[src/rtl/life_row_stepper.sv]
// Streaming Game-of-Life stepper: each output row is loaded on the edge that accepts the next input row (or in FLUSH for the last row).
// A single-entry output register; input stalls while that slot is occupied and not draining, and for one FLUSH cycle per frame.
`timescale 1ns/1ps
module life_row_stepper #(
    parameter int WIDTH = 8
) (
    input  logic             clk,
    input  logic             reset,
    input  logic             in_valid,
    output logic             in_ready,
    input  logic [WIDTH-1:0] in_row,
    input  logic             in_last,
    output logic             out_valid,
    input  logic             out_ready,
    output logic [WIDTH-1:0] out_row,
    output logic             out_last
);

    typedef enum logic [1:0] {
        EMPTY,
        PRIMED,
        FLUSH
    } state_t;

    state_t           state;
    state_t           state_next;
    logic [WIDTH-1:0] above;
    logic [WIDTH-1:0] center;
    logic [WIDTH-1:0] above_next;
    logic [WIDTH-1:0] center_next;
    logic [WIDTH-1:0] below;
    logic [WIDTH-1:0] gen_row;
    logic             free;
    logic             in_fire;
    logic             load;
    logic             load_last;

    assign free     = !out_valid || out_ready;
    assign in_ready = (state != FLUSH) && free;
    assign in_fire  = in_valid && in_ready;

    // The row below the last row of a frame is all-zero.
    assign below = (state == FLUSH) ? '0 : in_row;

    // Zero-padded copies give the dead border: column j lives at pad index j+1.
    logic [WIDTH+1:0] a_pad;
    logic [WIDTH+1:0] c_pad;
    logic [WIDTH+1:0] b_pad;

    assign a_pad = {1'b0, above, 1'b0};
    assign c_pad = {1'b0, center, 1'b0};
    assign b_pad = {1'b0, below, 1'b0};

    for (genvar j = 0; j < WIDTH; j++) begin : g_col
        logic [1:0] p0;
        logic [1:0] p1;
        logic [1:0] p2;
        logic [1:0] p3;
        logic [2:0] s0;
        logic [2:0] s1;
        logic [3:0] n;

        assign p0 = {1'b0, a_pad[j]}   + {1'b0, a_pad[j+1]};
        assign p1 = {1'b0, a_pad[j+2]} + {1'b0, c_pad[j]};
        assign p2 = {1'b0, c_pad[j+2]} + {1'b0, b_pad[j]};
        assign p3 = {1'b0, b_pad[j+1]} + {1'b0, b_pad[j+2]};
        assign s0 = {1'b0, p0} + {1'b0, p1};
        assign s1 = {1'b0, p2} + {1'b0, p3};
        assign n  = {1'b0, s0} + {1'b0, s1};

        assign gen_row[j] = (n == 4'd3) || (c_pad[j+1] && (n == 4'd2));
    end

    always_comb begin
        state_next  = state;
        above_next  = above;
        center_next = center;
        load        = 1'b0;
        load_last   = 1'b0;
        case (state)
            EMPTY: begin
                if (in_fire) begin
                    above_next  = '0;
                    center_next = in_row;
                    state_next  = in_last ? FLUSH : PRIMED;
                end
            end
            PRIMED: begin
                if (in_fire) begin
                    load        = 1'b1;
                    above_next  = center;
                    center_next = in_row;
                    state_next  = in_last ? FLUSH : PRIMED;
                end
            end
            FLUSH: begin
                if (free) begin
                    load        = 1'b1;
                    load_last   = 1'b1;
                    above_next  = '0;
                    center_next = '0;
                    state_next  = EMPTY;
                end
            end
            default: begin
                state_next = EMPTY;
            end
        endcase
    end

    always_ff @(posedge clk) begin
        if (reset) begin
            state  <= EMPTY;
            above  <= '0;
            center <= '0;
        end else begin
            state  <= state_next;
            above  <= above_next;
            center <= center_next;
        end
    end

    // A fresh load replaces a row leaving in the same cycle, so no bubble.
    always_ff @(posedge clk) begin
        if (reset) begin
            out_valid <= 1'b0;
            out_row   <= '0;
            out_last  <= 1'b0;
        end else if (load) begin
            out_valid <= 1'b1;
            out_row   <= gen_row;
            out_last  <= load_last;
        end else if (out_valid && out_ready) begin
            out_valid <= 1'b0;
        end
    end

endmodule

[config.mk]
export PLATFORM = sky130hd
export DESIGN_NAME = life_row_stepper
export DESIGN_NICKNAME = d
export VERILOG_FILES = /design/src/rtl/life_row_stepper.sv
export SDC_FILE = /design/constraint.sdc
export NUM_CORES = 1
export LEC_CHECK = 0
export ABC_AREA = 1
export CORE_MARGIN = 2
export CORE_UTILIZATION = 57
export DETAILED_ROUTE_END_ITERATION = 6
export PLACE_DENSITY = 0.84
export SLEW_MARGIN = 15
export SYNTH_ARGS = -nofsm -noshare
export SYNTH_HDL_FRONTEND = slang
export SYNTH_SLANG_ARGS = --single-unit
[constraint.sdc]
create_clock -name clk -period 8.8 [get_ports clk]
set_clock_uncertainty 0.15 [all_clocks]
set_input_delay 0.88 -clock clk [delete_from_list [all_inputs] [get_ports clk]]
set_output_delay 0.88 -clock clk [all_outputs]
set_load 0.01 [all_outputs]
=== After elaboration in Yosys (flattened, before gate mapping) ===
Index checks and enable logic that the tools add are counted.
Widths: inputs -> output; s select.

* Equality and inequality tests: 23
* $add $sub $neg: 50
* Bitwise gates (word level): 0
* Reductions and logical operators: 29
* Multipliers: 0
* Shifts and indexed selects: 0
* Magnitude comparators: 0
* Muxes and demuxes: 17
* Div/mod/pow operators: 0

{| class="wikitable"
|+ Operators with widths
! cell !! count
|-
| $eq 4x2->1 const B || 16
|-
| $add 1x1->2 || 28
|-
| $mux 8 || 5
|-
| $add 2x2->3 || 12
|-
| $add 3x3->4 || 6
|-
| $pmux 8 s3 || 1
|-
| $pmux 8 s2 || 1
|-
| $logic_and 1x1->1 || 11
|-
| $logic_or 1x1->1 || 9
|-
| $ne 2x2->1 const B || 4
|-
| $mux 2 || 3
|-
| $mux 1 || 5
|-
| $add 2x3->4 || 1
|-
| $add 3x2->4 || 1
|-
| $pmux 2 s2 || 1
|-
| $reduce_and 4->1 || 1
|-
| $reduce_bool 2->1 || 2
|-
| $add 1x2->3 || 1
|-
| $add 2x1->3 || 1
|-
| $reduce_and 3->1 || 1
|-
| $reduce_bool 3->1 || 1
|-
| $eq 2x1->1 const B || 1
|-
| $eq 2x2->1 const B || 1
|-
| $logic_not 2->1 || 1
|-
| 5 further kinds || 5
|}

* RAM bits: 0
* ROM bits: 0
* Memories kept: 0
* Flip-flop bits (word level): 28
* Output and inout bits: 11
* Bits in latches: 0

=== Logic depth before layout (Yosys ltp) ===
Gate-level depths: netlist (run 1).

* Depth after elaboration: 8
* Depth in mapped cells: 18
* Mapped depth without buffers: 17

=== Worst setup path before layout (run 1) ===
OpenSTA, ideal clock, no wires.

* Path kind: input-to-reg
* From: input port in_row[5]
* To: register out_row[6]
* Arrival: 3.052 ns
* Buffers on the path: 0
* Data required time: 8.586 ns
* Path slack: 5.534 ns
* Stages: 12
* Cells stage by stage: nand2_1 fa_1 fa_1 inv_1 ha_1 fa_1 o21ai_0 nor2_1 nand2_1 nand2_1 nand2_1 nor2_1

* Longest elaborated chain between the ends: 7
* Elaborated cells between the ends (all ways): 8
* Those cells by class: add/sub: 3; eq/ne: 2; mux: 1; reduce/logical: 2

{| class="wikitable"
|+ Ends and longest elaborated chain
! item !! line !! RTL
|-
| start, declared || 11 || <nowiki>input logic [WIDTH-1:0] in_row,</nowiki>
|-
| $mux 8 (*) || 43 || <nowiki>assign below = (state == FLUSH) ? '0 : in_row;</nowiki>
|-
| $add 1x1->2 (*) || 65 || <nowiki>assign p2 = {1'b0, c_pad[j+2]} + {1'b0, b_pad[j]};</nowiki>
|-
| $add 2x2->3 (*) || 68 || <nowiki>assign s1 = {1'b0, p2} + {1'b0, p3};</nowiki>
|-
| $add 3x3->4 (*) || 69 || <nowiki>assign n = {1'b0, s0} + {1'b0, s1};</nowiki>
|-
| $eq 4x2->1 || 71 || <nowiki>assign gen_row[j] = (n == 4'd3) || (c_pad[j+1] && (n == 4'd2));</nowiki>
|-
| $logic_and 1x1->1 || 71 ||
|-
| $logic_or 1x1->1 (*) || 71 ||
|-
| end signal, assigned || 131 || <nowiki>out_row <= gen_row;</nowiki>
|-
| end, declared || 15 || <nowiki>output logic [WIDTH-1:0] out_row,</nowiki>
|}

Every way passes the cells marked *; elsewhere a longest branch is shown, timed or not.
A chain may end at the register's enable or synchronous reset.

=== Final worst setup path (run 1) ===
* From: input port in_row[2]
* To: register out_row[3]

The elaborated chain is that of the path after synthesis.

==> reports/metrics.json, run 1 <==
{
  "timing": {
    "final_min_period_over_clock_period_pct": 41.64,
    "finalSetupTns_ps": 0,
    "drv_slew": 0,
    "setup_viol": 0,
    "max_clock_freq_mhz": 272.9,
    "max_slew_margin_pct": 47.61,
    "whs_ps": 316.4,
    "rsz0062_at_grt": "no",
    "fin_crit_ps": 3664,
    "finalHoldViolCount": 0,
    "worst-slew-pin-transition_ps": 781.0
  },
  "layout": {
    "final_nets": 431,
    "antenna-diode-count": 0,
    "instances_no_fill": 418,
    "area_growth_pct": 10.41,
    "final_layout_size_suffix_gt1_share_pct": 4.918
  },
  "critical_path": {
    "critPathMaxStageDelay_ps": 540,
    "crit_path_cell_trace": "clkdlybuf4s50_1 > nand2_1 > fa_1 > fa_1 > inv_1 > ha_1 > fa_1 > o21ai_0 > nor2_1 > nand2_1 > nand2_1 > nand2_1 > nor2_1",
    "worst_setup_sp": "in_row[2]",
    "timing.critical_path.from_type": "input pin",
    "critical_path.max_fanout": 4,
    "critical_path_buf_inv_count": 2,
    "arrival_time_reported_for_the_critical_path_endpoint_ps": 3750,
    "timing.critical_path.mode_cell": "sky130_fd_sc_hd__nand2_1",
    "rr_startpoint": "state[0]",
    "critical_path_required_ps": 8880,
    "cp_slowest_cell": "sky130_fd_sc_hd__fa_1",
    "cpLargestDelayFamily": "adder cells",
    "worst-setup-path-type": "input pin to flop",
    "timing.critical_path.to_type": "flop"
  },
  "route": {
    "drt-vias-per-instance": 5.055,
    "initial_drc_count": 137,
    "wire_length_per_cell_after_detailed_routing_um": 12.40,
    "number_of_routed_nets_with_antenna_violations": 0,
    "routed_wl_um": 5182,
    "dr_total_vias": 2113,
    "drc_errors": 0,
    "drtPass1Iterations": 5
  },
  "yosys": {
    "synth_enable_flop_cells": 0,
    "cell_count_after_synthesis": 349,
    "synth_nets": 413,
    "synthDistinctLibCells": 23,
    "synthesis.area_sq_um": 2620,
    "async_set_reset_flop_share_out_of_synthesis_pct": 0,
    "synth.ff_latch_count": 28,
    "synth-warning-count": 0,
    "synth_area_per_cell_sq_um": 7.507,
    "yosysSeqAreaShare_pct": 21.39,
    "dominantRegCellSynth": "sky130_fd_sc_hd__dfxtp_1"
  },
  "die": {
    "io-pin-count": 24,
    "fp.dieH_um": 71.80,
    "rows": 24,
    "initial_utilization_pct": 59.76,
    "die_area_sq_um": 5155,
    "core_area_sq_um": 4384,
    "die_width_um": 71.80
  },
  "global_route": {
    "grt_antenna_before_repair": 0,
    "grt_pass1_wl_um": 9432,
    "grt_pass1_vias": 2120,
    "track_usage_pct": 22.90,
    "grt.overflow.total": 0,
    "grt_start_max_net_pins": 37
  },
  "job": {
    "max_cap_viol_count": 0
  },
  "placement": {
    "globalplace.congestion": 0.8352,
    "dp.final_hpwl_um": 4042,
    "port_buffers": 23,
    "placed_instance_count": 414
  },
  "status": {
    "run_status": "complete, no violations"
  },
  "clock_network": {
    "ctsHtreeMaxLevel": 1,
    "ctsRootBufferMaster": "sky130_fd_sc_hd__clkbuf_8",
    "cts_num_sinks": 28,
    "cts.path.max_buffers": 2,
    "clk_latency_ps": 280,
    "cts_hold_repair.buffers": 0,
    "cts_post_setup_buffers_inserted": 0,
    "clk_transition_reported_paths_ps": 110,
    "ctsResizeCount": 0,
    "cts-buffers-inserted": 3,
    "tritoncts_clock_tree": "done"
  },
  "hold_path": {
    "holdCritPathClass": "flop to flop",
    "hold_path.startpoint": "out_last"
  }
}
per-stage QoR:
step | util (%) | instance area, sq um | setup slack (ps)
CTS | 65.98 | 2893 | 5115
global route | 65.98 | 2893 | 4960
detailed placement | 64.35 | 2821 | 4849
floorplan | - | 2620 | 5534
finish | 65.98 | 2893 | 5136
global placement | 64.35 | 2821 | 4897
tightest hold or removal path: cells and delay by family (launching register included):
kind            cells  cell delay [ps]
simple gates        1               60
flops               1              330
compound gates      1               50
routing by layer:
metal  routed length (um)  part of all wire, %  GRT usage (%)
met5                    0                    0              0
met4                   72                  1.4          5.451
met3                  172                  3.3          2.532
met2                 2715                   52          40.95
met1                 2221                   43          29.80
cell type report:
cell class              count  area, sq um
fillers                   375         1491
clock buffers               3        41.29
repair buffers             23        230.2
clock inverters             1        30.03
well taps                  52        65.06
multi-input cells         244         1714
inverters                  67        251.5
flip-flops and latches     28        560.5
layout by cell type, fill, tap and decap left out:
cell type | Yosys | final
sky130_fd_sc_hd__clkbuf_8 | 0 | 3
sky130_fd_sc_hd__a21oi_1 | 16 | 16
sky130_fd_sc_hd__dfxtp_1 | 28 | 28
sky130_fd_sc_hd__nor2_4 | 1 | 1
sky130_fd_sc_hd__nand3_1 | 20 | 20
sky130_fd_sc_hd__nand2_1 | 81 | 81
sky130_fd_sc_hd__fa_1 | 28 | 28
sky130_fd_sc_hd__ha_1 | 23 | 23
sky130_fd_sc_hd__nor2_2 | 1 | 1
sky130_fd_sc_hd__o21ai_0 | 3 | 3
sky130_fd_sc_hd__nand2_4 | 1 | 1
sky130_fd_sc_hd__nand2_2 | 2 | 2
sky130_fd_sc_hd__a21oi_2 | 3 | 3
sky130_fd_sc_hd__or2_2 | 1 | 1
sky130_fd_sc_hd__bufinv_16 | 0 | 1
sky130_fd_sc_hd__clkdlybuf4s50_1 | 0 | 23
sky130_fd_sc_hd__inv_1 | 63 | 63
sky130_fd_sc_hd__nand3_4 | 1 | 1
sky130_fd_sc_hd__nor2_1 | 54 | 54
sky130_fd_sc_hd__clkinv_1 | 1 | 1
sky130_fd_sc_hd__nand3b_1 | 8 | 8
sky130_fd_sc_hd__inv_2 | 3 | 3
sky130_fd_sc_hd__nand4_2 | 1 | 1
flip-flops by register name (all words and copies together) (netlist names):
register   flops
above          8
out_row        8
out_valid      1
out_last       1
center         8
state          2
cell usage after synthesis (3+ instances only):
cell,instances,area [sq um]
sky130_fd_sc_hd__a21oi_1,16,80.08
sky130_fd_sc_hd__nor2_1,54,202.7
sky130_fd_sc_hd__buf_6,7,78.83
sky130_fd_sc_hd__nand2_1,81,304.0
sky130_fd_sc_hd__fa_1,28,560.5
sky130_fd_sc_hd__o21ai_0,3,15.01
sky130_fd_sc_hd__dfxtp_1,28,560.5
sky130_fd_sc_hd__ha_1,23,287.8
sky130_fd_sc_hd__nand3_1,20,100.1
sky130_fd_sc_hd__a21oi_2,3,26.28
sky130_fd_sc_hd__nand3b_1,8,60.06
sky130_fd_sc_hd__inv_2,3,11.26
sky130_fd_sc_hd__inv_1,63,236.5
path summary, 6_finish.rpt:
| kind | end | slack, ps | depth (start not counted) |
|---|---|---|---|
| worst max-delay path | out_row[3] | 5140 | 13 |
| worst min-delay path | out_last | 320 | 2 |
| worst max register to register | out_row[3] | 5200 | 15 |
| worst min register to register | out_last | 320 | 2 |
cell families (layout without fill, tap and decap cells):
kind of cell | count (synthesis) | after routing | share of synthesized area [%]
adder cells (fa/ha/maj) | 51 | 51 | 32.38
buffers and inverters | 77 | 94 | 13.18
flip-flops | 28 | 28 | 21.39
AO/OA/AOI/OAI | 22 | 22 | 4.632
AND/OR/NAND/NOR | 171 | 171 | 28.41
Power of run 1 is not shown: default switching activity piles up to over one toggle a cycle in this logic, so the estimate is an artifact.
==> inputs of run 2 (changes only) <==
--- a/config.mk
+++ b/config.mk
@@ -7,9 +7,9 @@
 export LEC_CHECK = 0
 export ABC_AREA = 1
 export CORE_MARGIN = 2
-export CORE_UTILIZATION = 57
+export CORE_UTILIZATION = 53
 export DETAILED_ROUTE_END_ITERATION = 6
-export PLACE_DENSITY = 0.84
+export PLACE_DENSITY = 0.82
 export SLEW_MARGIN = 15
 export SYNTH_ARGS = -nofsm -noshare
 export SYNTH_HDL_FRONTEND = slang
==> constraint.sdc (replaced) <==
create_clock -name clk -period 3.3 [get_ports clk]
set_clock_uncertainty 0.15 [all_clocks]
set_input_delay 0.33 -clock clk [delete_from_list [all_inputs] [get_ports clk]]
set_output_delay 0.33 -clock clk [all_outputs]
set_load 0.01 [all_outputs]
==> reports/metrics.json, run 2 (synthesis results as in run 1) <==
{
  "critical_path": {
    "arrival_time_reported_for_the_critical_path_endpoint": {"value": 3360, "unit": "ps", "change": "-390 ps"},
    "critical_path.max_fanout": {"value": 2, "change": "-2"},
    "critPathMaxStageDelay": {"value": 550, "unit": "ps", "change": "about the same"},
    "timing.critical_path.from_type": "flop",
    "worst-setup-path-type": "flop to flop",
    "critical_path_required": {"value": 3380, "unit": "ps", "change": "-5500 ps"},
    "critical_path_buf_inv_count": {"value": 3, "change": "+1"},
    "cp_slowest_cell": "sky130_fd_sc_hd__fa_1",
    "crit_path_cell_trace": "inv_2 > fa_1 > fa_1 > fa_1 > inv_2 > ha_4 > fa_2 > nand2_2 > nor2_2 > nand2_2 > inv_2 > nor2_1 > nor2_1",
    "timing.critical_path.to_type": "flop",
    "cpLargestDelayFamily": "adder cells"
  },
  "die": {
    "core_area": {"value": 4755, "unit": "sq um", "change": "+8.4%"},
    "initial_utilization": {"value": 55.11, "unit": "%", "change": "-4.7 points"},
    "die_width": {"value": 74.31, "unit": "um", "change": "+3.5%"},
    "fp.dieH": {"value": 74.31, "unit": "um", "change": "+3.5%"},
    "die_area": {"value": 5522, "unit": "sq um", "change": "+7.1%"},
    "io-pin-count": {"value": 24, "change": "unchanged"},
    "rows": {"value": 25, "change": "+4.2%"}
  },
  "placement": {
    "placedInstanceArea": {"value": 2998, "unit": "sq um", "change": "+6.3%"},
    "port_buffers": {"value": 23, "change": "unchanged"},
    "placed_instance_count": {"value": 450, "change": "+8.7%"},
    "dp.final_hpwl": {"value": 4376, "unit": "um", "change": "+8.3%"},
    "globalplace.congestion": {"value": 0.8391, "change": "+0.47%"}
  },
  "route": {
    "wl_met3": {"value": 170, "unit": "um", "change": "-1.2%"},
    "drtPass1Iterations": {"value": 4, "change": "-1"},
    "dr_total_vias": {"value": 2275, "change": "+7.7%"},
    "highest-signal-layer": "met4",
    "routed_wl": {"value": 5722, "unit": "um", "change": "+10%"},
    "number_of_routed_nets_with_antenna_violations": {"value": 0, "change": "unchanged"},
    "detail_route.wirelength.met1": {"value": 2444, "unit": "um", "change": "+10%"},
    "detailroute.wirelength.met2": {"value": 2993, "unit": "um", "change": "+10%"},
    "drt-vias-per-instance": {"value": 4.989, "change": "-1.3%"},
    "initial_drc_count": {"value": 79, "change": "-42%"},
    "drc_errors": {"value": 0, "change": "unchanged"},
    "wire_length_per_cell_after_detailed_routing": {"value": 12.55, "unit": "um", "change": "+1.2%"}
  },
  "layout": {
    "final_layout_size_suffix_gt1_share": {"value": 22.11, "unit": "%", "change": "+17 points"},
    "layout.cells.most_common_list": "73 x sky130_fd_sc_hd__nand2_1, 53 x sky130_fd_sc_hd__nor2_1, 49 x sky130_fd_sc_hd__inv_1, 24 x sky130_fd_sc_hd__fa_1",
    "antenna-diode-count": {"value": 0, "change": "unchanged"},
    "final_nets": {"value": 454, "change": "+5.3%"},
    "instances_no_fill": {"value": 456, "change": "+9.1%"},
    "top_regs": "above: 8 flops, center: 8 flops, out_row: 8 flops",
    "final_cell_area": {"value": 3187, "unit": "sq um", "change": "+10%"},
    "most_common_cell_after_layout_fill_and_taps_aside": "sky130_fd_sc_hd__nand2_1",
    "layout.filler_cells": {"value": 409, "change": "+9.1%"},
    "area_growth_pct": 21.63
  },
  "timing": {
    "finalSetupTns": {"value": 0, "unit": "ps", "change": "unchanged"},
    "max_slew_margin": {"value": 47.97, "unit": "%", "change": "+0.36 points"},
    "worst-slew-pin-transition": {"value": 775.6, "unit": "ps", "change": "-5.328 ps"},
    "rsz0062_at_grt": "yes",
    "setup_viol": {"value": 0, "change": "unchanged"},
    "max_clock_freq_mhz": 304.6,
    "whs": {"value": 323.9, "unit": "ps", "change": "+7.497 ps"},
    "finalHoldViolCount": {"value": 0, "change": "unchanged"},
    "drv_slew": {"value": 0, "change": "unchanged"},
    "fin_crit_ps": 3283,
    "final_min_period_over_clock_period_pct": 99.48
  },
  "global_route": {
    "grt_pass1_vias": {"value": 2187, "change": "+3.2%"},
    "grt.overflow.total": {"value": 0, "change": "unchanged"},
    "grt_antenna_before_repair": {"value": 0, "change": "unchanged"},
    "grt_start_max_net_pins": {"value": 37, "change": "unchanged"},
    "track_usage": {"value": 22.21, "unit": "%", "change": "-0.70 points"},
    "grt_pass1_wl": {"value": 9535, "unit": "um", "change": "+1.1%"}
  },
  "clock_network": {
    "cts.path.max_buffers": {"value": 2, "change": "unchanged"},
    "tritoncts_clock_tree": "done",
    "clk_latency": {"value": 280, "unit": "ps", "change": "about the same"},
    "cts-buffers-inserted": {"value": 3, "change": "unchanged"},
    "ctsHtreeMaxLevel": {"value": 1, "change": "unchanged"},
    "ctsRootBufferMaster": "sky130_fd_sc_hd__clkbuf_8",
    "cts_hold_repair.buffers": {"value": 0, "change": "unchanged"},
    "cts_num_sinks": {"value": 28, "change": "unchanged"},
    "clk_transition_reported_paths": {"value": 100, "unit": "ps", "change": "about the same"}
  },
  "job": {
    "max_cap_viol_count": {"value": 0, "change": "unchanged"}
  },
  "status": {
    "run_status": "complete, no violations"
  },
  "hold_path": {
    "holdCritPathClass": "flop to flop"
  }
}
## run 2: cell types whose count changed in the layout (fill, tap and decap cells not counted), moves of 8 or more
cell	change
sky130_fd_sc_hd__dfxtp_1	-11
sky130_fd_sc_hd__buf_4	+23
sky130_fd_sc_hd__dfxtp_2	+10
sky130_fd_sc_hd__inv_1	-14
sky130_fd_sc_hd__nand2_1	-8
sky130_fd_sc_hd__inv_2	+12
## run 2: tightest hold or removal path, cell delays in order, from the launching register on
cell and delay, ps:
sky130_fd_sc_hd__dfxtp_1 330, sky130_fd_sc_hd__nand2_1 60, sky130_fd_sc_hd__a21oi_1 50
## run 2: final timing paths
| check | endpoint | start | cells past startpoint | slack [ps] |
|---|---|---|---|---|
| worst min-delay path | out_last | out_last | 2 | 320 |
| worst max-delay path | out_row[2] | center[1] | 13 | 20 |
| worst max register to register | out_row[2] | center[1] | 13 | 20 |
| worst min register to register | out_last | out_last | 2 | 320 |
## run 2: metal layers
layer  vias up  global-route usage, %
met1      1078                  28.90
met5         -                      0
met2        50                  39.29
li1       1136                      -
met4         0                  6.746
met3        11                  2.168
## run 2: layout make-up
| class | instances | area [sq um] | area share [%] |
|---|---|---|---|
| Sequential cell | 28 | 576.8 | 18.10 |
| Multi-Input combinational cell | 244 | 1809 | 56.77 |
| Clock buffer | 4 | 55.05 | 1.728 |
| Tap cell | 67 | 83.83 | 2.631 |
| Inverter | 67 | 259.0 | 8.127 |
| Timing Repair Buffer | 46 | 402.9 | 12.64 |
## run 2: metrics by stage
step                      util [%]  setup slack [ps]
after floorplan                  -             92.99
after global placement       63.05            -10.88
after detailed placement     63.05            -83.07
after CTS                    64.89             3.271
after global routing         67.03            -148.7
final                        67.03             17.06
## run 2: timing repair
item | CTS | global route
buffers inserted | 1 | 1
cloned | 0 | 0
endpoints found under the setup margin | 6 | 6
resized for setup | 13 | 44
pin swaps | 2 | 22
Power of run 2 is left out for the same reason.
==> inputs of run 3 (changes only) <==
--- a/config.mk
+++ b/config.mk
@@ -6,8 +6,10 @@
 export NUM_CORES = 1
 export LEC_CHECK = 0
 export ABC_AREA = 1
-export CORE_MARGIN = 2
-export CORE_UTILIZATION = 53
+export CELL_PAD_IN_SITES_DETAIL_PLACEMENT = 1
+export CELL_PAD_IN_SITES_GLOBAL_PLACEMENT = 1
+export CORE_MARGIN = 5
+export CORE_UTILIZATION = 39
 export DETAILED_ROUTE_END_ITERATION = 6
 export PLACE_DENSITY = 0.82
 export SLEW_MARGIN = 15
==> reports/metrics.json, run 3 (synthesis results as in run 1) <==
{
  "timing": {
    "finalHoldViolCount": {"value": 0, "change": "unchanged"},
    "max_slew_margin": {"value": 43.46, "unit": "%", "change": "-4.5 points"},
    "post-route-worst-setup-slack": {"value": 0.1743, "unit": "ps", "change": "-16.88 ps"},
    "setup_viol": {"value": 0, "change": "unchanged"},
    "worst-slew-pin-transition": {"value": 842.8, "unit": "ps", "change": "+67.19 ps"},
    "fin_crit": {"value": 3300, "unit": "ps", "change": "+16.88 ps"},
    "rsz0062_at_grt": "yes",
    "max_clock_freq": {"value": 303.0, "unit": "MHz", "change": "-0.51%"},
    "final_min_period_over_clock_period": {"value": 99.99, "unit": "%", "change": "+0.51 points"},
    "drv_slew": {"value": 0, "change": "unchanged"}
  },
  "layout": {
    "final_cell_area": {"value": 3271, "unit": "sq um", "change": "+2.6%"},
    "antenna-diode-count": {"value": 0, "change": "unchanged"},
    "finish.utilization": {"value": 50.64, "unit": "%", "change": "-16 points"},
    "final_layout_size_suffix_gt1_share": {"value": 22.84, "unit": "%", "change": "+0.73 points"},
    "top_regs": "above: 8 flops, center: 8 flops, out_row: 8 flops",
    "most_common_cell_after_layout_fill_and_taps_aside": "sky130_fd_sc_hd__nand2_1",
    "layout.cells.most_common_list": "74 x sky130_fd_sc_hd__nand2_1, 51 x sky130_fd_sc_hd__nor2_1, 50 x sky130_fd_sc_hd__inv_1, 28 x sky130_fd_sc_hd__buf_4, 26 x sky130_fd_sc_hd__fa_1",
    "instances_no_fill": {"value": 471, "change": "+3.3%"},
    "layout.filler_cells": {"value": 811, "change": "+98%"},
    "area_growth_pct": 24.83,
    "final_nets": {"value": 459, "change": "+1.1%"}
  },
  "critical_path": {
    "rr_startpoint": "above[2]",
    "timing.critical_path.to_type": "flop",
    "critical_path_required": {"value": 3380, "unit": "ps", "change": "about the same"},
    "reg2reg_slack": {"value": 0.2, "unit": "ps", "change": "-20 ps"},
    "timing.critical_path.from_type": "flop",
    "critical_path.max_fanout": {"value": 2, "change": "unchanged"},
    "arrival_time_reported_for_the_critical_path_endpoint": {"value": 3380, "unit": "ps", "change": "+20 ps"},
    "worst-setup-path-type": "flop to flop",
    "reg2reg_to": "out_row[3]",
    "reg2reg_depth": {"value": 13, "change": "unchanged"}
  },
  "hold_path": {
    "whs_path_depth": {"value": 2, "change": "unchanged"},
    "hold_path_end": "out_row[6]",
    "holdCritPathClass": "flop to flop",
    "hold_path.startpoint": "out_row[6]"
  },
  "route": {
    "drc_errors": {"value": 0, "change": "unchanged"},
    "drtPass1Iterations": {"value": 4, "change": "unchanged"},
    "dr_total_vias": {"value": 2335, "change": "+2.6%"},
    "routed_wl": {"value": 7183, "unit": "um", "change": "+26%"},
    "number_of_routed_nets_with_antenna_violations": {"value": 0, "change": "unchanged"},
    "drt-vias-per-instance": {"value": 4.958, "change": "-0.63%"},
    "initial_drc_count": {"value": 109, "change": "+38%"},
    "wire_length_per_cell_after_detailed_routing": {"value": 15.25, "unit": "um", "change": "+22%"}
  },
  "placement": {
    "preCtsSetupSlack": {"value": -180.9, "unit": "ps", "change": "-97.79 ps"},
    "dp.final_hpwl": {"value": 5296, "unit": "um", "change": "+21%"},
    "placedInstanceArea": {"value": 3018, "unit": "sq um", "change": "+0.67%"},
    "placed_instance_count": {"value": 461, "change": "+2.4%"},
    "port_buffers": {"value": 23, "change": "unchanged"},
    "globalplace.congestion": {"value": 0.8102, "change": "-3.4%"}
  },
  "global_route": {
    "grt_pass1_vias": {"value": 2659, "change": "+22%"},
    "track_usage": {"value": 17.57, "unit": "%", "change": "-4.6 points"},
    "grt_start_max_net_pins": {"value": 37, "change": "unchanged"},
    "grt_antenna_before_repair": {"value": 0, "change": "unchanged"},
    "grt_pass1_wl": {"value": 12210, "unit": "um", "change": "+28%"},
    "grt.overflow.total": {"value": 0, "change": "unchanged"}
  },
  "clock_network": {
    "ctsRootBufferMaster": "sky130_fd_sc_hd__clkbuf_8",
    "cts-buffers-inserted": {"value": 3, "change": "unchanged"},
    "tritoncts_clock_tree": "done",
    "clk_latency": {"value": 290, "unit": "ps", "change": "about the same"},
    "cts_num_sinks": {"value": 28, "change": "unchanged"},
    "cts.path.max_buffers": {"value": 2, "change": "unchanged"},
    "clk_transition_reported_paths": {"value": 110, "unit": "ps", "change": "about the same"},
    "ctsHtreeMaxLevel": {"value": 1, "change": "unchanged"}
  },
  "die": {
    "fp.dieH": {"value": 91.97, "unit": "um", "change": "+24%"},
    "io-pin-count": {"value": 24, "change": "unchanged"},
    "die_width": {"value": 91.97, "unit": "um", "change": "+24%"},
    "rows": {"value": 29, "change": "+16%"},
    "core_area": {"value": 6459, "unit": "sq um", "change": "+36%"},
    "initial_utilization": {"value": 40.57, "unit": "%", "change": "-15 points"},
    "die_area": {"value": 8458, "unit": "sq um", "change": "+53%"}
  },
  "job": {
    "max_cap_viol_count": {"value": 0, "change": "unchanged"}
  },
  "status": {
    "run_status": "complete, no violations"
  }
}
## run 3: worst max-delay path, stage by stage, from the launching register on
cell                      delay [ps]
sky130_fd_sc_hd__dfxtp_2         350
sky130_fd_sc_hd__inv_2            60
sky130_fd_sc_hd__fa_1            560
sky130_fd_sc_hd__fa_1            440
sky130_fd_sc_hd__fa_1            490
sky130_fd_sc_hd__inv_1            60
sky130_fd_sc_hd__ha_4            170
sky130_fd_sc_hd__fa_1            480
sky130_fd_sc_hd__o21ai_1          60
sky130_fd_sc_hd__nor2_1           90
sky130_fd_sc_hd__nand2_1          80
sky130_fd_sc_hd__nand2_1          90
sky130_fd_sc_hd__nand2_1          50
sky130_fd_sc_hd__nor2_1          110
## run 3: through the flow
stage                     setup TNS (ps)  hold slack (ps)
after floorplan                        0            249.1
after global placement            -122.3            300.4
after detailed placement          -655.6            326.2
after CTS                         -24.99            345.9
after global routing              -584.0            371.1
final                                  0            339.1
## run 3: worst max-delay path by stage
stage              start          to  slack [ps]  cells past startpoint
2_1_floorplan   state[0]  out_row[6]          90                     16
3_3_place_gp    state[0]  out_row[4]         -40                     15
3_5_place_dp    state[0]  out_row[4]        -180                     15
4_1_cts        center[3]  out_row[4]         -10                     13
5_1_grt         above[2]  out_row[3]        -140                     13
6_report        above[2]  out_row[3]         0.2                     13
## run 3: layout make-up
type,instances,area (sq um),share of cell area (%)
Multi-Input combinational cell,244,1824,55.78
Sequential cell,28,576.8,17.64
Timing Repair Buffer,51,440.4,13.47
Inverter,67,261.5,7.995
Tap cell,77,96.34,2.946
Clock buffer,3,41.29,1.262
Clock inverter,1,30.03,0.9181
## run 3: timing repair
action | 4_1_cts | 5_1_grt
setup endpoints to repair | 6 | 6
hold buffers | 0 | 0
pin swaps | 10 | 9
resized for setup | 37 | 23
gates cloned | 0 | 0
buffers inserted | 2 | 4
## run 3: metal layers
layer,GRT usage (%),vias up,share of wire (%)
li1,-,1140,-
met1,20.21,1163,42
met2,34.37,23,55
met3,1.391,9,1.8
met4,5.074,0,1.2
met5,0,-,0
Power of run 3 is left out for the same reason.
==> patch 1 (flow settings as in run 2) <==
Make the reset (`reset`) asynchronous in 2 clocked blocks.
--- a/src/rtl/life_row_stepper.sv
+++ b/src/rtl/life_row_stepper.sv
@@ -108,7 +108,7 @@
         endcase
     end
 
-    always_ff @(posedge clk) begin
+    always_ff @(posedge clk or posedge reset) begin
         if (reset) begin
             state  <= EMPTY;
             above  <= '0;
@@ -121,7 +121,7 @@
     end
 
     // A fresh load replaces a row leaving in the same cycle, so no bubble.
-    always_ff @(posedge clk) begin
+    always_ff @(posedge clk or posedge reset) begin
         if (reset) begin
             out_valid <= 1'b0;
             out_row   <= '0;
Check against the original RTL: differs if reset is asserted again (counterexample within 4 cycles, from zero or initial values and one cycle with reset high); with reset held inactive, the same outputs for 4 cycles.
==> patch 1 against run 2 <==
  * Wire length decreased by 0.82%
  * Sequential cell count unchanged
  * Setup slack improved by 0.040 ns
  * Design area rose by 0.12%
  * First-iteration DRC count grew 44%
  * Synthesized area increased by 0.96%
  * Critical path type unchanged
Power is not shown: default switching activity piles up to over one toggle a cycle in this logic, so the estimate is an artifact.
==> patch 1: results (changes against run 2) <==
outcome=completed; Clock Sinks=28 (unchanged); setup TNS=0 ns (unchanged); Period minus WS final=3.24 ns (-0.0405 ns); met1 Use GR=29.0% (+0.094 points); met3 WL=156 um (-8.2%); clock-pin slew on the worst setup and hold paths=0.11 ns; Seq area share=22.0% (+3.9 points); CLK BUF=3 (-1); nets=435 (-4.2%); via density per instance=4.97 (-0.28%); Reg-to-Reg End=out_row[5]; CP Class=register to register; iteration count of the initial detailed-routing pass=4 (unchanged); Yosys top cell by area=dfrtp_1; global routing met3 resource utilization=2.95% (+0.78 points); post-layout util=67.1% (+0.079 points); routability congestion estimate=0.836 (-0.39%); # diodes=0 (unchanged); Clock buf/inv share=2.24% (+0.51 points); multi-input logic cell count=216 (-11%); fraction of the yosys area taken by sequential cells=26.5% (+5.1 points); layout cells sized above 1=17.0% (-5.1 points); placed cells=425 (-5.6%); DP Worst Slack=-0.0341 ns (+0.0490 ns); nonclk inv count=72 (+7.5%); M1 WL=2.34 mm (-4.3%); Slew @ Worst Pin=0.602 ns (-0.174 ns); Reg2Reg Setup Slack=0.06 ns (+0.04 ns); All-Layer GR Usage=22.5% (+0.30 points); Netlist cell types=19 (-17%); detailed router's first-iteration violation count=114 (+44%); Critical Path AT=3.32 ns (-0.04 ns); reg2reg start=above[4]; fillers=407 (-0.49%); footprint of the multi-input gates=0.00163 sq mm (-10%); vias=2,174 (-4.4%); Repair and plain buffers=50 (+8.7%); first-pass GRT wire length=9.73 mm (+2.0%); Min Hold Slack=0.281 ns (-0.0430 ns); Syn Nets=388 (-6.1%); Synth Warn #=0 (unchanged); Post-Synthesis Cells=324 (-7.2%); top layer reached by signal wires=met4; Total Wirelength=5.68 mm (-0.82%); dpl hpwl=4.38 mm (+0.14%); DP Area=0.00302 sq mm (+0.88%); met2 Resource Use GR=41.9% (+2.6 points); Layout non-clock buf frac=13.6% (+0.93 points); Hold Crit Class=input pin to asynchronous set/reset pin; reg2reg path depth=13 (unchanged); commonest cells in the netlist=107 x nand2_1, 70 x inv_1, 28 x dfrtp_1, 28 x fa_1, 23 x ha_1; share of flip-flops with an asynchronous set or reset=100% (+100 points); met2 wire len=3.14 mm (+4.8%); largest net degree at the start of global routing=29 (-22%); Synth area leaders=dfrtp_1 26%, fa_1 21%, nand2_1 15%
## patch 1: cell count changes after synthesis, sizes merged, moves of 3 or more
cell           run 2  this run
nor2              56        16
dfrtp              0        28
dfxtp             28         0
nand2             84       109
a21oi             19         1
nand3b             8        15
inv               66        72
o21ai              3         0
## patch 1: repair_timing
item,in CTS,in global routing
pin swaps,0,3
hold endpoints to repair,0,0
buffers inserted,0,8
setup endpoints to repair,1,6
resized for setup,3,23
## patch 1: worst max-delay path, cell delays in order, from the launching register on
cell	delay (ns)
dfrtp_1	0.39
inv_2	0.07
fa_1	0.55
fa_1	0.44
fa_1	0.50
inv_1	0.05
ha_2	0.18
fa_1	0.48
nand2_1	0.05
nor2_1	0.07
nand2_1	0.06
inv_1	0.05
nand2_1	0.06
nand2_1	0.08
## patch 1: cells by family after synthesis
kind of cell	synth area share, %
simple gates	28.1
fa+ha+maj	32.1
compound gates	0.189
flops	26.5
buf+inv	13.2
==> patch 2 (settings of run 2) <==
Without the edit above. Set the parameter `WIDTH` to 10 (it was 8).
--- a/src/rtl/life_row_stepper.sv
+++ b/src/rtl/life_row_stepper.sv
@@ -2,7 +2,7 @@
 // A single-entry output register; input stalls while that slot is occupied and not draining, and for one FLUSH cycle per frame.
 `timescale 1ns/1ps
 module life_row_stepper #(
-    parameter int WIDTH = 8
+    parameter int WIDTH = 10
 ) (
     input  logic             clk,
     input  logic             reset,
Interface: changed (resized in_row and out_row); port bits go from 24 to 28. The function was not compared with the original's and may differ.
==> patch 2 against run 2 <==
  * The run now ends with DRC left
  * Final cell count up 21%
  * Critical path depth stayed put
  * Wire length up 23%
  * Synthesized area grew 21%
  * Via count is 22% higher
  * Design area up 21%
  * Setup slack worse by 0.0052 ns
  * Sequential cell count grew 6
Power is not shown: default switching activity piles up to over one toggle a cycle in this logic, so the estimate is an artifact.
==> patch 2: results (changes against run 2) <==
CP Max Fanout=2 (unchanged); Residual DRC=2 (+2); ANT nets after route=0 (unchanged); DP Area=0.00365 sq mm (+22%); layout cells sized above 1=17.2% (-5.0 points); Synth Warn #=0 (unchanged); XOR/XNOR share of the synthesized area=0% (unchanged); vias=2,769 (+22%); mux contribution to synthesized area=0% (unchanged); number of global-route vias before repair=2,717 (+24%); clock-pin slew on the worst setup and hold paths=0.07 ns (-0.03 ns); ys flop type=dfxtp_1; dpl hpwl=5.38 mm (+23%); routability congestion estimate=0.799 (-4.8%); H-Tree Depth=2 (+1); outcome=finished, violations left; Rel. slew slack=53.1% (+5.1 points); All-Layer GR Usage=22.6% (+0.40 points); Critical Path AT=3.37 ns (about the same); clk_lat worst skew=0.29 ns; first-pass GRT wire length=11.6 mm (+22%); iteration count of the initial detailed-routing pass=7 (+3); fillers=479 (+17%); cts bufs inserted=5 (+2); I/O Buffers=27 (+17%); Post-Synth Adder-Cell Area=34.1% (+1.7 points); fraction of the yosys area taken by sequential cells=21.4% (+0.031 points); gr ovfl total=0 (unchanged); commonest cells in the netlist=97 x nand2_1, 83 x inv_1, 56 x nor2_1, 36 x fa_1, 34 x dfxtp_1; share of flip-flops with an asynchronous set or reset=0% (unchanged); Hold Crit Class=register to register; Synth area leaders=fa_1 23%, dfxtp_1 21%, nand2_1 11%; # diodes=0 (unchanged); Netlist cell types=20 (-13%); complex-gate fraction of the synthesized area=4.41% (-0.22 points); Clk Tree Root Cell=clkbuf_8; deepest clock path buffer count=2 (unchanged); nets=557 (+23%); Syn Nets=506 (+23%); post-layout util=65.8% (-1.2 points); wire per inst=12.7 um (+1.2%); failing checks=DRC; detailed router's first-iteration violation count=139 (+76%); setup TNS=0 ns (unchanged); Regs by FF count=above: 10 flops, center: 10 flops, out_row: 10 flops; initial antenna violation count=0 (unchanged); largest net degree at the start of global routing=39 (+5.4%)
-- patch 2: changes by cell type after synthesis, sizes merged --
cell,change
nor2,+1
o21ai,-1
a21oi,+7
fa,+8
dfxtp,+6
nand2,+13
nor3b,+1
nand3,+7
nand3b,+7
clkbuf,+2
ha,+6
inv,+19
clkinv,-1
buf,+2
-- patch 2: critical path, stage by stage (launching register included) --
cell	delay, ns
dfxtp_2	0.34
inv_2	0.05
fa_1	0.56
fa_1	0.45
fa_1	0.49
inv_1	0.04
ha_2	0.17
fa_2	0.52
nand2_1	0.06
nor2_1	0.10
nand2_1	0.10
inv_1	0.06
nor2_1	0.04
nor2_1	0.09
-- patch 2: kinds of logic (layout without fill, tap and decap cells) --
logic type | after synthesis | count (layout)
buf+inv | 99 | 151
compound gates | 28 | 28
flops | 34 | 34
simple gates | 200 | 200
fa+ha+maj | 65 | 65
-- patch 2: final timing paths --
path                               start         end  slack, ns  cells past startpoint
worst min register to register  out_last    out_last       0.32                      2
worst min-delay path            out_last    out_last       0.32                      2
worst max-delay path            above[6]  out_row[6]       0.01                     13
worst max register to register  above[6]  out_row[6]       0.01                     13
-- patch 2: cell type report --
cell class / instances / share of cell area, %
multi-input combinational: 293 / 55.7
sequential: 34 / 18.1
timing repair buffer: 57 / 12.9
inverter: 85 / 8.35
tap: 75 / 2.44
clock buffer: 7 / 2.24
timing repair inverter: 1 / 0.195
clock inverter: 1 / 0.130
-- patch 2: per-stage QoR --
step | std cells | setup WS (ns)
floorplan | 426 | 0.00508
global placement | 540 | -0.0212
detailed placement | 540 | -0.116
CTS | 551 | -0.0134
global route | 553 | -0.155
finish | 553 | 0.0118
-- patch 2: per-layer routing --
metal | GRT usage [%] | part of all wire, %
met1 | 27.4 | 41
met2 | 41.8 | 53
met3 | 2.64 | 4.8
met4 | 6.78 | 1.7
met5 | 0 | 0
-- patch 2: what timing repair did --
action,4_1_cts,5_1_grt
pin swaps,0,16
resized for setup,9,34
cloned,1,0
buffers inserted,2,2
endpoints found under the setup margin,8,8
